<file path="src/rtl/fetch_stage.sv">
// Instruction-fetch stage: owns the PC, runs a single-outstanding req/rvalid
// handshake to instruction memory and fills the IF/ID register, with redirect flush and stall skid.
module fetch_stage #(
    parameter int PC_W = 9
) (
    input  logic            clk,
    input  logic            reset,
    input  logic            PcSel,
    input  logic [31:0]     BrPC,
    input  logic            stall,
    output logic            imem_req,
    output logic [PC_W-1:0] imem_addr,
    input  logic            imem_rvalid,
    input  logic [31:0]     imem_rdata,
    output logic [PC_W-1:0] if_pc,
    output logic [31:0]     if_instr,
    output logic            if_valid
);

    typedef enum logic [2:0] {
        START,
        REQ,
        WAIT,
        HOLD,
        DRAIN
    } state_t;

    state_t          state_q;
    logic [PC_W-1:0] pc_q;
    logic [PC_W-1:0] skid_pc;
    logic [31:0]     skid_instr;
    logic [PC_W-1:0] tgt;
    logic [PC_W-1:0] pc_seq;
    logic            unused_brpc_bits;

    // Redirect targets are word-aligned and truncated to the PC width.
    function automatic logic [PC_W-1:0] align_target(input logic [31:0] addr);
        return {addr[PC_W-1:2], 2'b00};
    endfunction

    function automatic logic [PC_W-1:0] next_seq_pc(input logic [PC_W-1:0] pc);
        return pc + PC_W'(4);
    endfunction

    assign tgt              = align_target(BrPC);
    assign pc_seq           = next_seq_pc(pc_q);
    assign unused_brpc_bits = ^{BrPC[31:PC_W], BrPC[1:0]};

    assign imem_req  = (state_q == REQ);
    assign imem_addr = pc_q;

    always_ff @(posedge clk or negedge reset) begin
        if (!reset) begin
            state_q  <= START;
            pc_q     <= '0;
            if_pc    <= '0;
            if_instr <= '0;
            if_valid <= 1'b0;
        end else begin
            if (!stall) begin
                if_valid <= 1'b0;
            end
            if (PcSel) begin
                // Redirect beats stall and rvalid; any in-flight response becomes stale.
                if_valid <= 1'b0;
                pc_q     <= tgt;
                case (state_q)
                    START:   state_q <= REQ;
                    REQ:     state_q <= DRAIN;
                    WAIT:    state_q <= imem_rvalid ? REQ : DRAIN;
                    HOLD:    state_q <= REQ;
                    DRAIN:   state_q <= imem_rvalid ? REQ : DRAIN;
                    default: state_q <= START;
                endcase
            end else begin
                case (state_q)
                    START: state_q <= REQ;
                    REQ:   state_q <= WAIT;
                    WAIT: begin
                        if (imem_rvalid) begin
                            if (!stall) begin
                                if_pc    <= pc_q;
                                if_instr <= imem_rdata;
                                if_valid <= 1'b1;
                                pc_q     <= pc_seq;
                                state_q  <= REQ;
                            end else begin
                                state_q  <= HOLD;
                            end
                        end
                    end
                    HOLD: begin
                        if (!stall) begin
                            if_pc    <= skid_pc;
                            if_instr <= skid_instr;
                            if_valid <= 1'b1;
                            pc_q     <= pc_seq;
                            state_q  <= REQ;
                        end
                    end
                    DRAIN: begin
                        if (imem_rvalid) begin
                            state_q <= REQ;
                        end
                    end
                    default: state_q <= START;
                endcase
            end
        end
    end

    // Skid contents are only meaningful in HOLD, so the data itself needs no reset.
    always_ff @(posedge clk) begin
        if (!PcSel && state_q == WAIT && imem_rvalid && stall) begin
            skid_pc    <= pc_q;
            skid_instr <= imem_rdata;
        end
    end

endmodule

</file>
<file path="config.mk">
export PLATFORM = sky130hd
export DESIGN_NAME = fetch_stage
export DESIGN_NICKNAME = d
export VERILOG_FILES = /design/src/rtl/fetch_stage.sv
export SDC_FILE = /design/constraint.sdc
export NUM_CORES = 1
export LEC_CHECK = 0
export ABC_AREA = 1
export CAP_MARGIN = 10
export CELL_PAD_IN_SITES_DETAIL_PLACEMENT = 0
export CELL_PAD_IN_SITES_GLOBAL_PLACEMENT = 1
export CORE_UTILIZATION = 34
export DETAILED_ROUTE_END_ITERATION = 6
export PLACE_DENSITY = 0.82
export SLEW_MARGIN = 10
export SYNTH_ARGS = -nofsm -noshare
export SYNTH_HDL_FRONTEND = slang
export SYNTH_SLANG_ARGS = --single-unit
</file>
<file path="constraint.sdc">
create_clock -name clk -period 5.3 [get_ports clk]
set_input_delay 1.325 -clock clk [delete_from_list [all_inputs] [get_ports clk]]
set_output_delay 1.325 -clock clk [all_outputs]
set_load 0.02 [all_outputs]
</file>
==> reports/results.ini <==
[sta]
maxSlewViolCount=0
setup_viol=0
rsz0062_at_grt=false
relSlewSlack=0.296
fmax_mhz=276
max_slew.worst_pin.slew_ns=1.05
hold_violations=0
post-route-min-period_ns=3.62
skew_ns=0.00799
final.period_utilization=0.683
final.setup.tns_ns=0

[floorplan]
core_area_um2=11400
dieWidth_um=110
die_h_um=110
start_util=0.350
ioPinCount=121
rows=39
dieArea_um2=12200

[clocking]
cts.sinks=89
insertion_delay_ns=0.34
ctsResizeCount=0
cts_buffers=9
ctsHoldBuffers=0
cts_tree=done
path_clk_slew_ns=0.06
cts_max_level=3
cts_root_buf=clkbuf_16
post_cts_buffers=0
cts_buffer_depth=2

[hold_path]
worst_hold_path_type=reg -> reg

[power]
p_leak_nw=2.44
total_power_mw=2.56
powerDensity_nw_per_um2=484
vdd_ir_drop_max_v=0.000214

[setup_path]
arrival_ns=2.30
cp.required_ns=3.97
crit_path_end_kind=primary output
worstPathMaxFanout=43
critical_path_class=reg -> out
start_kind=flip-flop

[routing]
viasPerCell=4.59
drtAntennaViolNets=0
highest_layer=met4
wl_um=9020
post-route-drc-count=0
routed-wl-met3_um=373
met2_wirelength_um=4510
drt_iter0_markers=154
wl_met1_um=4120
vias=3150
first_pass_iters=4
routedWlPerCell_um=13.2

[synth]
synth_top_area_share=0.313
synth_seq_cells=89
async_flop_share=0.562
synth_top_area_cell=dfrtp_1
synth_flop_cell=dfrtp_1
syn_area_um2=3990
synth_edf_count=39
ys_top_cells_by_area=dfrtp_1, edfxtp_1, nand2_1, nand3_1, inv_1
seq_area_frac_synth=0.607
yosys_warnings=0
syn_avg_cell_area_um2=8.77
synth_cell_types=20
syn_inst=455

[global_route]
antenna_found_initial=0
track_usage=0.158
grt_pass1_wl_um=14200
grt_max_degree=67
gr-total-overflow=0
grt_pass1_vias=2940

[run_status]
status=complete, no violations

[placement]
dpl.hpwl_um=5710
dpl_cell_area_um2=5010
port_buffers=91
gp_congestion=0.765
dp_cells=670

[final_layout]
multiInputGateArea_um2=1260
drive_gt1_frac=0.0497
final_util=0.463
num_antenna_cells=0
fin_area_um2=5280
instances_no_fill=686
area_growth_pct=32.3
fin_nets=608
mostFrequentLayoutCells=nand2_1, clkdlybuf4s50_1, nand3_1
mostFrequentLayoutCell=nand2_1
register_area_um2=2420
fill_cells=1149

[run]
cap_violations=0

per-stage QoR:
step / hold WS (ns) / setup slack (ns)
2_1_floorplan: 0.514 / 0.570
3_3_place_gp: 0.470 / 1.39
3_5_place_dp: 0.465 / 1.35
4_1_cts: 0.483 / 1.66
5_1_grt: 0.507 / 1.50
6_report: 0.484 / 1.68
routing by layer:
layer,vias to the layer above,GRT usage
li1,1618,-
met5,-,0
met3,4,0.0464
met4,0,0.0573
met2,66,0.258
met1,1462,0.197
synth_stat cells (2+ instances only):
cell type  number
a21oi_1         6
buf_2          11
buf_4           4
clkbuf_1       12
dfrtp_1        50
edfxtp_1       39
inv_1          53
inv_2           2
nand2_1       162
nand3_1        58
nor2_1          8
o21ai_0         3
o21ai_1        39
or2_2           2
critical path, cell delays in order, from the launching register on:
cell and delay (ns):
dfrtp_2 0.96, nand3_1 0.26, inv_1 0.11, clkdlybuf4s50_1 0.61
power by group:
group          total (mW)  switching (mW)  internal [mW]
logic               0.934           0.519          0.415
registers            1.04           0.164          0.879
clock network       0.580           0.251          0.329
state kept, by name, summed over array words and instances (netlist names):
register	flops
if_instr	32
state_q	3
skid_instr	32
if_valid	1
if_pc	7
skid_pc	7
imem_addr	7
layout make-up:
class,instances,area share
Sequential cell,89,0.459
Clock buffer,13,0.0474
Clock inverter,3,0.00308
Tap cell,143,0.0339
Inverter,55,0.0391
Multi-Input combinational cell,287,0.239
Timing Repair Buffer,96,0.179
cells by family (layout without fill, tap and decap cells):
kind of cell,Yosys count,count (layout),share of synthesized area
fa+ha+maj,1,1,0.00313
flops,89,89,0.607
other cells,1,4,0.000940
simple gates,234,234,0.245
buf+inv,82,167,0.0843
compound gates,48,48,0.0602
final timing paths:
kind / start / endpoint / slack (ns) / cells past startpoint
max: state_q[0]$_DFFE_PN0P_ / imem_req / 1.68 / 3
min: if_valid$_DFF_PN0_ / if_valid$_DFF_PN0_ / 0.48 / 2
max reg2reg: state_q[1]$_DFFE_PN0P_ / if_pc[4]$_DFFE_PN0P_ / 2.11 / 6
min reg2reg: if_valid$_DFF_PN0_ / if_valid$_DFF_PN0_ / 0.48 / 2
max in group asynchronous: reset / state_q[0]$_DFFE_PN0P_ / 3.73 / 2
min in group asynchronous: reset / if_instr[24]$_DFFE_PN0P_ / 1.11 / 2
Power figures use the tool's default switching activity.
